[config.mk]
export PLATFORM = sky130hd
export DESIGN_NAME = multicycle_controller
export DESIGN_NICKNAME = d
export VERILOG_FILES = /design/src/rtl/multicycle_controller_pkg.sv /design/src/rtl/multicycle_controller_aludec.sv /design/src/rtl/multicycle_controller.sv
export SDC_FILE = /design/constraint.sdc
export NUM_CORES = 1
export LEC_CHECK = 0
export CAP_MARGIN = 20
export CORE_MARGIN = 2
export CORE_UTILIZATION = 41
export CTS_CLUSTER_DIAMETER = 40
export DETAILED_ROUTE_END_ITERATION = 6
export HOLD_SLACK_MARGIN = 0.06
export PLACE_DENSITY = 0.85
export SYNTH_ARGS = -nofsm -noshare
export SYNTH_HDL_FRONTEND = slang
export SYNTH_HIERARCHICAL = 1
export SYNTH_SLANG_ARGS = --single-unit
export TNS_END_PERCENT = 10
[constraint.sdc]
create_clock -name clk -period 2.2 [get_ports clk]
set_clock_uncertainty 0.15 [all_clocks]
set_input_delay 0.22 -clock clk [delete_from_list [all_inputs] [get_ports clk]]
set_output_delay 0.22 -clock clk [all_outputs]
set_load 0.01 [all_outputs]
[src/rtl/multicycle_controller_pkg.sv]
// Shared encodings for the multicycle RV32I controller: states, opcodes and datapath select codes.
// The JALRADR state is only reachable when RV_JALR_EN is defined.
package multicycle_controller_pkg;

   typedef enum logic [3:0] {
      StFetch    = 4'd0,
      StDecode   = 4'd1,
      StMemAdr   = 4'd2,
      StMemRead  = 4'd3,
      StMemWb    = 4'd4,
      StMemWrite = 4'd5,
      StExecuteR = 4'd6,
      StExecuteI = 4'd7,
      StAluWb    = 4'd8,
      StJal      = 4'd9,
      StBranch   = 4'd10,
      StLui      = 4'd11,
      StAuipc    = 4'd12,
      StJalrAdr  = 4'd13
   } state_e;

   typedef enum logic [1:0] {
      AluOpAdd   = 2'd0,
      AluOpSub   = 2'd1,
      AluOpFunct = 2'd2
   } aluop_e;

   localparam logic [6:0] OP_LOAD   = 7'b0000011;
   localparam logic [6:0] OP_STORE  = 7'b0100011;
   localparam logic [6:0] OP_RTYPE  = 7'b0110011;
   localparam logic [6:0] OP_IALU   = 7'b0010011;
   localparam logic [6:0] OP_BRANCH = 7'b1100011;
   localparam logic [6:0] OP_JAL    = 7'b1101111;
   localparam logic [6:0] OP_JALR   = 7'b1100111;
   localparam logic [6:0] OP_LUI    = 7'b0110111;
   localparam logic [6:0] OP_AUIPC  = 7'b0010111;

   localparam logic [2:0] IMM_I = 3'b000;
   localparam logic [2:0] IMM_S = 3'b001;
   localparam logic [2:0] IMM_B = 3'b010;
   localparam logic [2:0] IMM_J = 3'b011;
   localparam logic [2:0] IMM_U = 3'b100;

   localparam logic [2:0] ALU_ADD = 3'b000;
   localparam logic [2:0] ALU_SUB = 3'b001;
   localparam logic [2:0] ALU_AND = 3'b010;
   localparam logic [2:0] ALU_OR  = 3'b011;
   localparam logic [2:0] ALU_XOR = 3'b100;
   localparam logic [2:0] ALU_SLT = 3'b101;
   localparam logic [2:0] ALU_SLL = 3'b110;
   localparam logic [2:0] ALU_SRL = 3'b111;

   localparam logic [1:0] ALUSRCA_PC    = 2'b00;
   localparam logic [1:0] ALUSRCA_OLDPC = 2'b01;
   localparam logic [1:0] ALUSRCA_RS1   = 2'b10;
   localparam logic [1:0] ALUSRCA_ZERO  = 2'b11;

   localparam logic [1:0] ALUSRCB_RS2  = 2'b00;
   localparam logic [1:0] ALUSRCB_IMM  = 2'b01;
   localparam logic [1:0] ALUSRCB_FOUR = 2'b10;

   localparam logic [1:0] RESULT_ALUOUT = 2'b00;
   localparam logic [1:0] RESULT_MEM    = 2'b01;
   localparam logic [1:0] RESULT_ALU    = 2'b10;

   function automatic logic [2:0] immsrc_dec(input logic [6:0] op);
      logic [2:0] imm;
      imm = IMM_I;
      case (op)
         OP_LOAD, OP_IALU, OP_JALR: imm = IMM_I;
         OP_STORE:                  imm = IMM_S;
         OP_BRANCH:                 imm = IMM_B;
         OP_JAL:                    imm = IMM_J;
         OP_LUI, OP_AUIPC:          imm = IMM_U;
         default:                   imm = 3'b000;
      endcase
      return imm;
   endfunction

endpackage

[src/rtl/multicycle_controller_aludec.sv]
// Combinational ALU decoder: maps the FSM's aluop request plus funct fields to an ALU control code.
module mc_aludec
   import multicycle_controller_pkg::*;
(
   input  aluop_e     aluop_i,
   input  logic [2:0] funct3_i,
   input  logic       funct7b5_i,
   input  logic       op5_i,
   output logic [2:0] alucontrol_o
);

   always_comb begin
      alucontrol_o = ALU_ADD;
      unique case (aluop_i)
         AluOpAdd: alucontrol_o = ALU_ADD;
         AluOpSub: alucontrol_o = ALU_SUB;
         AluOpFunct: begin
            case (funct3_i)
               // Only R-type (op[5]=1) can subtract; addi ignores funct7b5
               3'b000:  alucontrol_o = (op5_i && funct7b5_i) ? ALU_SUB : ALU_ADD;
               3'b001:  alucontrol_o = ALU_SLL;
               3'b010:  alucontrol_o = ALU_SLT;
               3'b100:  alucontrol_o = ALU_XOR;
               3'b101:  alucontrol_o = ALU_SRL;
               3'b110:  alucontrol_o = ALU_OR;
               3'b111:  alucontrol_o = ALU_AND;
               default: alucontrol_o = ALU_ADD;
            endcase
         end
         default: alucontrol_o = ALU_ADD;
      endcase
   end

endmodule

[src/rtl/multicycle_controller.sv]
// Moore FSM sequencing the shared multicycle RV32I datapath.
// Define RV_JALR_EN to support jalr through the JALRADR state; otherwise jalr is illegal.
module multicycle_controller
   import multicycle_controller_pkg::*;
(
   input  logic       clk,
   input  logic       reset,
   input  logic [6:0] op,
   input  logic [2:0] funct3,
   input  logic       funct7b5,
   input  logic       zero,
   output logic [2:0] immsrc,
   output logic [1:0] alusrca,
   output logic [1:0] alusrcb,
   output logic [2:0] alucontrol,
   output logic [1:0] resultsrc,
   output logic       adrsrc,
   output logic       irwrite,
   output logic       pcwrite,
   output logic       regwrite,
   output logic       memwrite,
   output logic       illegal_op
);

   state_e state_q, state_d;
   aluop_e aluop;
   logic   ir_we, pc_we, reg_we, mem_we, ill;

   always_ff @(posedge clk or posedge reset) begin
      if (reset) begin
         state_q <= StFetch;
      end else begin
         state_q <= state_d;
      end
   end

   always_comb begin
      state_d   = StFetch;
      alusrca   = ALUSRCA_PC;
      alusrcb   = ALUSRCB_RS2;
      aluop     = AluOpAdd;
      resultsrc = RESULT_ALUOUT;
      adrsrc    = 1'b0;
      ir_we     = 1'b0;
      pc_we     = 1'b0;
      reg_we    = 1'b0;
      mem_we    = 1'b0;
      ill       = 1'b0;
      case (state_q)
         StFetch: begin
            alusrcb   = ALUSRCB_FOUR;
            resultsrc = RESULT_ALU;
            ir_we     = 1'b1;
            pc_we     = 1'b1;
            state_d   = StDecode;
         end
         StDecode: begin
            // Precompute branch/jump target into ALUOut
            alusrca = ALUSRCA_OLDPC;
            alusrcb = ALUSRCB_IMM;
            case (op)
               OP_LOAD, OP_STORE: state_d = StMemAdr;
               OP_RTYPE:          state_d = StExecuteR;
               OP_IALU:           state_d = StExecuteI;
               OP_JAL:            state_d = StJal;
               OP_BRANCH:         state_d = StBranch;
               OP_LUI:            state_d = StLui;
               OP_AUIPC:          state_d = StAuipc;
`ifdef RV_JALR_EN
               OP_JALR: begin
                  if (funct3 == 3'b000) begin
                     state_d = StJalrAdr;
                  end else begin
                     ill = 1'b1;
                  end
               end
`endif
               default:           ill = 1'b1;
            endcase
         end
         StMemAdr: begin
            alusrca = ALUSRCA_RS1;
            alusrcb = ALUSRCB_IMM;
            if (op == OP_LOAD) begin
               state_d = StMemRead;
            end else if (op == OP_STORE) begin
               state_d = StMemWrite;
            end
         end
         StMemRead: begin
            adrsrc  = 1'b1;
            state_d = StMemWb;
         end
         StMemWb: begin
            resultsrc = RESULT_MEM;
            reg_we    = 1'b1;
         end
         StMemWrite: begin
            adrsrc = 1'b1;
            mem_we = 1'b1;
         end
         StExecuteR: begin
            alusrca = ALUSRCA_RS1;
            aluop   = AluOpFunct;
            state_d = StAluWb;
         end
         StExecuteI: begin
            alusrca = ALUSRCA_RS1;
            alusrcb = ALUSRCB_IMM;
            aluop   = AluOpFunct;
            state_d = StAluWb;
         end
         StAluWb: reg_we = 1'b1;
         StJal: begin
            // Link value oldPC+4 goes to ALUWB while PC takes the target held in ALUOut
            alusrca = ALUSRCA_OLDPC;
            alusrcb = ALUSRCB_FOUR;
            pc_we   = 1'b1;
            state_d = StAluWb;
         end
         StBranch: begin
            alusrca = ALUSRCA_RS1;
            aluop   = AluOpSub;
            pc_we   = ((funct3 == 3'b000) && zero) || ((funct3 == 3'b001) && !zero);
         end
         StLui: begin
            alusrca = ALUSRCA_ZERO;
            alusrcb = ALUSRCB_IMM;
            state_d = StAluWb;
         end
         StAuipc: begin
            alusrca = ALUSRCA_OLDPC;
            alusrcb = ALUSRCB_IMM;
            state_d = StAluWb;
         end
`ifdef RV_JALR_EN
         StJalrAdr: begin
            alusrca = ALUSRCA_RS1;
            alusrcb = ALUSRCB_IMM;
            state_d = StJal;
         end
`endif
         default: state_d = StFetch;
      endcase
   end

   mc_aludec u_aludec (
      .aluop_i      (aluop),
      .funct3_i     (funct3),
      .funct7b5_i   (funct7b5),
      .op5_i        (op[5]),
      .alucontrol_o (alucontrol)
   );

   assign immsrc = immsrc_dec(op);

   // FETCH is forced during reset, so its enables must be masked explicitly
   assign irwrite    = ir_we & ~reset;
   assign pcwrite    = pc_we & ~reset;
   assign regwrite   = reg_we & ~reset;
   assign memwrite   = mem_we & ~reset;
   assign illegal_op = ill & ~reset;

endmodule

==> out/qor.yml, run 1 <==
sta:
  min_period_over_period_pct: 97.5
  fin_ws_ps: 54.6
  hold_viol: 0
  setup_violations: 0
  drv_slew: 0
  maxSlewHeadroom_pct: 79.4
  post-route-min-period_ps: 2150
  clock.fmax_mhz: 466
  rsz0062_at_grt: "true"
  worst_slew_pin_slew_ps: 306
global_routing:
  grt_max_degree: 15
  grt-ovfl-total: 0
  antenna_found_initial: 0
  grt_use_total_pct: 21.9
  grt_pass1_vias: 836
  grt_pass1_wl_mm: 3.41
hold_path:
  hp-class: "input port to asynchronous set/reset pin"
die:
  core_sq_um: 1710
  die_h_um: 46.2
  die_area_sq_um: 2130
  io_pins: 32
  rows: 15
  die_x_um: 46.2
  start_util_pct: 42.7
detailed_routing:
  drt-initial-drc-count: 29
  wl_per_cell_um: 13.9
  dr_total_vias: 936
  viasPerCell: 5.41
  totalWireLength_mm: 2.41
  ant_nets: 0
  drc: 0
  drt_pre_antenna_iters: 4
cts:
  htree_levels: 1
  cts_buffers: 3
  clock-sinks: 4
  holdBufCountCts: 0
  cts_root_buf: "clkbuf_4"
  clock_latency_ps: 250
  clk_path_buf_depth: 2
  cts_tree: "done"
  clk_pin_slew_ps: 40
status:
  status: "completed"
placement:
  dp_slack_ps: -75.1
  numPortBuffers: 31
  dpl.hpwl_mm: 1.74
  gp_congestion: 0.859
  dpl_cell_area_sq_um: 1180
cells_and_area:
  post-route-util_pct: 73.5
  fin_area_sq_um: 1250
  multi_input_area_sq_um: 621
  fillers: 153
  drive_above_1_share_pct: 27.7
  largest_register_ffs: 4
  reg_top3: "state_q: 4 flops"
  largest-register: "state_q"
  antenna_cells: 0
  syn_to_final_growth_pct: 72.0
  fin_nets: 166
  regArea_sq_um: 100
worst_setup_path:
  path_delay_family: "buffers and inverters"
  cp_max_fo: 8
  crit_buf_inv: 2
  cp-start-kind: "flop"
  arrival_ps: 1780
  critPathMaxStageDelay_ps: 470
  path_class: "flop to output pin"
  crit_chain: "buf_4, nor2_2, nand2_1, and3_1, clkdlybuf4s50_1"
  cp_data_required_time_ps: 1830
  crit_path_end_kind: "output pin"
  worst_path_max_delay_cell: "clkdlybuf4s50_1"
logic_synthesis:
  syn_inst: 101
  yosysTopAreaCellShare_pct: 13.7
  ys_top_cells_by_area: "dfrtp_1 14%, xor2_1 4.8%, nand2_1 4.6%, buf_2 4.1%, nor3_1 4.1%"
  synth-seq-area-share_pct: 13.7
  synth_top_area_cell: "dfrtp_1"
  netlist_area_sq_um: 729
  ys_warn_count: 6
  yosysUniqueCellTypes: 38
  syn_nets: 117
  ys_ff_latch: 4
  synth.avg_cell_area_sq_um: 7.22
pwr:
  p_total_mw: 0.697
  p_per_area_nw_per_um2: 556
  leakagePower_nw: 0.647
  ir_drop_v: 0.000299
run:
  maxCapViolCount: 0
path summary, 6_finish.rpt:
check / start / slack, ps / to / cells past startpoint
max: state_q[3] / 50 / alusrca[1] / 5
min: reset / 320 / state_q[3] / 4
max reg2reg: state_q[1] / 780 / state_q[3] / 5
min reg2reg: state_q[0] / 610 / state_q[2] / 3
max in group asynchronous: reset / 1470 / state_q[1] / 4
min in group clk: op[5] / 500 / state_q[2] / 4
worst min-delay path, delay by kind of cell:
family / cells / cell delay [ps]
buf+inv: 4 / 820
cell usage in the layout, fill, tap and decap left out, types with 2 or more instances in the layout:
cell	instances
a211oi_2	2
nor3b_1	2
and3b_2	2
dlymetal6s2s_1	6
buf_4	16
xnor2_1	3
dfrtp_1	4
and2_1	3
dlygate4sd2_1	6
o21a_1	2
nand3_1	3
ha_1	2
nor3_1	5
xor2_1	4
clkdlybuf4s50_1	17
nand2_1	9
and3_1	3
inv_1	5
a21oi_1	4
nand2b_1	3
o21ai_0	5
a31oi_1	2
buf_6	3
a21o_1	2
clkbuf_2	2
clkbuf_4	3
nor2_1	6
nand4_1	2
cell usage after synthesis:
cell type / instances
nand4_1: 2
buf_2: 6
nand2b_4: 1
ha_1: 2
dfrtp_1: 4
a21o_1: 2
inv_1: 5
mux2_2: 1
nor3_1: 6
or3_1: 1
and4bb_2: 1
mux2i_1: 1
or3_2: 1
and2_1: 3
nand3_1: 3
xor2_1: 4
o21ai_0: 6
and2b_2: 1
and3_1: 3
o221ai_1: 1
o22ai_1: 1
a22oi_1: 1
nand2_1: 9
and3b_1: 2
a31oi_1: 2
nor2_1: 7
xnor2_1: 3
nand2b_1: 3
nand3b_4: 1
o21a_1: 2
a211oi_2: 2
and3b_2: 1
nor2b_1: 3
nor3b_1: 2
a211oi_1: 1
a21o_2: 1
a21oi_1: 4
nor4_1: 2
power by group:
| part | internal, mW | total (mW) | switching, mW |
|---|---|---|---|
| clock | 0.0618 | 0.103 | 0.0408 |
| sequential | 0.0864 | 0.102 | 0.0159 |
| combinational | 0.259 | 0.492 | 0.234 |
| total | 0.407 | 0.697 | 0.290 |
timing repair:
item,4_1_cts,5_1_grt
cloned,0,0
gates resized for setup,13,18
setup buffers,0,0
setup endpoints to repair,11,11
per-layer routing:
layer | vias to the layer above | global-route usage (%) | share of wire (%)
li1 | 456 | - | -
met4 | 0 | 8.57 | 1.3
met1 | 426 | 25.3 | 39
met3 | 5 | 3.14 | 6.2
met2 | 49 | 39.7 | 54
met5 | - | 0 | 0
area by class of cell:
cell class,instances,area share (%)
clock buffer,3,1.79
inverter,5,1.50
multi-input combinational,86,49.5
sequential,4,7.98
tap,25,2.49
timing repair buffer,50,36.8
stage by stage:
stage | hold slack [ps] | setup TNS [ps] | std cells
after floorplan | -154 | 0 | 101
after global placement | 551 | -145 | 170
after detailed placement | 553 | -237 | 170
after CTS | 319 | -202 | 173
after global routing | 330 | -3.54 | 173
final | 324 | 0 | 173
cell families after synthesis:
kind of cell             share of synthesized area (%)
flip-flops                                        13.7
AND/OR/NAND/NOR                                   43.4
multiplexers                                      2.92
buffers and inverters                             6.69
AO/OA/AOI/OAI                                     21.4
adder cells (fa/ha/maj)                           3.43
XOR/XNOR                                          8.40
No activity file was read; power rests on OpenSTA's default activity.
==> inputs of run 2 (changes only) <==
RECOVER_POWER = 25   (was unset)
==> run 2 against run 1 <==
Cell count unchanged. Worst setup slack better by 4.0 ps. Sequential cell count unchanged. Combinational power down 0.8%. Global-route usage unchanged. Sequential share of layout area up 0.072 points. First-iteration DRC count down 3.4%. Clock-buffer cell count unchanged. Core utilization down 0.66 points. Hold slack better by 160 ps. Fmax up 0.19%. Critical path type unchanged. Largest power group unchanged.
==> out/qor.yml, run 2 (synthesized netlist as in run 1, its figures left out) <==
status:
  status: "completed"  # unchanged
cells_and_area:
  layout_commonest_cell: "clkdlybuf4s50_1"  # unchanged
  syn_to_final_growth_pct: 70.5  # was 72.0%
  reg_top3: "state_q: 4 flops"  # unchanged
  fin_nets: 166  # unchanged
  largest_register_ffs: 4  # unchanged
  drive_above_1_share_pct: 25.7  # was 27.7%
  largest-register: "state_q"  # unchanged
  post-route-util_pct: 72.8  # was 73.5%
  layout_common_cells: "16 x clkdlybuf4s50_1, 13 x buf_4, 9 x nand2_1"  # was 17 x clkdlybuf4s50_1, 16 x buf_4, 9 x nand2_1
  antenna_cells: 0  # unchanged
worst_setup_path:
  cp_max_fo: 14  # was 8
  path_class: "flop to output pin"  # unchanged
  r2r_start: "state_q[1]"  # unchanged
  arrival_ps: 1770  # was 1780 ps
  reg2reg_depth: 5  # unchanged
  r2r_end: "state_q[3]"  # unchanged
  reg2reg_slack_ps: 770  # was 780 ps
  cp_data_required_time_ps: 1830  # about the same
  cp-start-kind: "flop"  # unchanged
  crit_path_end_kind: "output pin"  # unchanged
cts:
  cts_tree: "done"  # unchanged
  htree_levels: 1  # unchanged
  clk_path_buf_depth: 2  # unchanged
  cts_buffers: 3  # unchanged
  clk_pin_slew_ps: 40  # about the same
  clock-sinks: 4  # unchanged
  clock_latency_ps: 250  # about the same
  cts_root_buf: "clkbuf_4"  # unchanged
  postCtsSetupBuffers: 0  # unchanged
  cts_resized: 13  # unchanged
  holdBufCountCts: 0  # unchanged
detailed_routing:
  viasPerCell: 5.33  # was 5.41
  totalWireLength_mm: 2.37  # was 2.41 mm
  dr_total_vias: 922  # was 936
  wl_per_cell_um: 13.7  # was 13.9 um
  drc: 0  # unchanged
  drt-initial-drc-count: 28  # was 29
  drt_pre_antenna_iters: 4  # unchanged
  ant_nets: 0  # unchanged
global_routing:
  antenna_found_initial: 0  # unchanged
  use_met2_pct: 39.7  # unchanged
  grt_use_total_pct: 21.9  # unchanged
  globalRoute.busiestLayer: "met2"  # unchanged
  use_met1_pct: 25.3  # unchanged
  grt_max_degree: 15  # unchanged
  grt_pass1_vias: 836  # unchanged
  met3_usage_pct: 3.14  # unchanged
  grt-ovfl-total: 0  # unchanged
  grt_pass1_wl_mm: 3.41  # unchanged
pwr:
  leakagePower_nw: 0.637  # was 0.647 nW
  ir_drop_v: 0.000298  # was 0.000299 V
  p_per_area_nw_per_um2: 557  # was 556 nW/um^2
sta:
  post-route-min-period_ps: 2140  # was 2150 ps
  setup_tns_ps: 0  # unchanged
  min_period_over_period_pct: 97.3  # was 97.5%
  worst_slew_pin_slew_ps: 306  # about the same
  timing.hold.ws_ps: 488  # was 324 ps
  maxSlewHeadroom_pct: 79.4  # about the same
  clock.fmax_mhz: 467  # was 466 MHz
  setup_violations: 0  # unchanged
  drv_slew: 0  # unchanged
  rsz0062_at_grt: "true"  # unchanged
  hold_viol: 0  # unchanged
die:
  io_pins: 32  # unchanged
  core_sq_um: 1710  # unchanged
  die_x_um: 46.2  # unchanged
  die_h_um: 46.2  # unchanged
  rows: 15  # unchanged
  start_util_pct: 42.7  # unchanged
  die_area_sq_um: 2130  # unchanged
placement:
  dpl.hpwl_mm: 1.74  # unchanged
  numPortBuffers: 31  # unchanged
  gp_congestion: 0.859  # unchanged
run:
  maxCapViolCount: 0  # unchanged
hold_path:
  hp-class: "input port to asynchronous set/reset pin"  # unchanged
## run 2: cell count changes in the layout (fill, tap and decap cells not counted), sizes merged
cell,delta
buf,-3
clkbuf,+3
clkdlybuf4s50,-1
dlygate4sd3,+1
## run 2: where the power goes
| group | internal (mW) | total, mW | switching [mW] |
|---|---|---|---|
| clock network | 0.0618 | 0.103 | 0.0412 |
| registers | 0.0864 | 0.102 | 0.0158 |
| logic | 0.256 | 0.488 | 0.232 |
| total | 0.404 | 0.693 | 0.289 |
## run 2: worst max-delay path by stage
stage / cells after the start / slack, ps / endpoint / startpoint
6_report: 6 / 60 / alusrcb[0] / state_q[1]
3_3_place_gp: 6 / -50 / illegal_op / op[5]
4_1_cts: 5 / -60 / alusrca[0] / state_q[2]
2_1_floorplan: 5 / 360 / alucontrol[2] / state_q[2]
5_1_grt: 5 / -3 / alusrca[1] / state_q[3]
3_5_place_dp: 6 / -80 / illegal_op / op[5]
## run 2: stage by stage
stage / std cells / cell area (sq um) / power, mW / worst slack [ps]
5_1_grt: 173 / 1240 / 0.739 / -3.41
3_5_place_dp: 170 / 1180 / 0.559 / -75.1
3_3_place_gp: 170 / 1180 / 0.546 / -52.7
6_report: 173 / 1240 / 0.693 / 58.6
2_1_floorplan: 101 / 729 / 0.323 / 364
4_1_cts: 173 / 1210 / 0.663 / -58.6
## run 2: critical path, stage by stage (launching register included)
cell,delay [ps]
dfrtp_1,390
buf_6,190
nor2_1,70
and2_1,170
a21o_1,160
mux2_2,260
dlygate4sd2_1,280
## run 2: final cells by class
cell class	count	area [sq um]
clock buffers	3	22.5
fillers	155	464
inverters	5	18.8
multi-input cells	86	621
flip-flops and latches	4	100
well taps	25	31.3
repair buffers	50	450
## run 2: per-layer routing
metal,share of wire (%),vias up
met5,0,-
met4,1.3,0
met3,4.7,5
met2,54,39
met1,40,420
li1,-,458
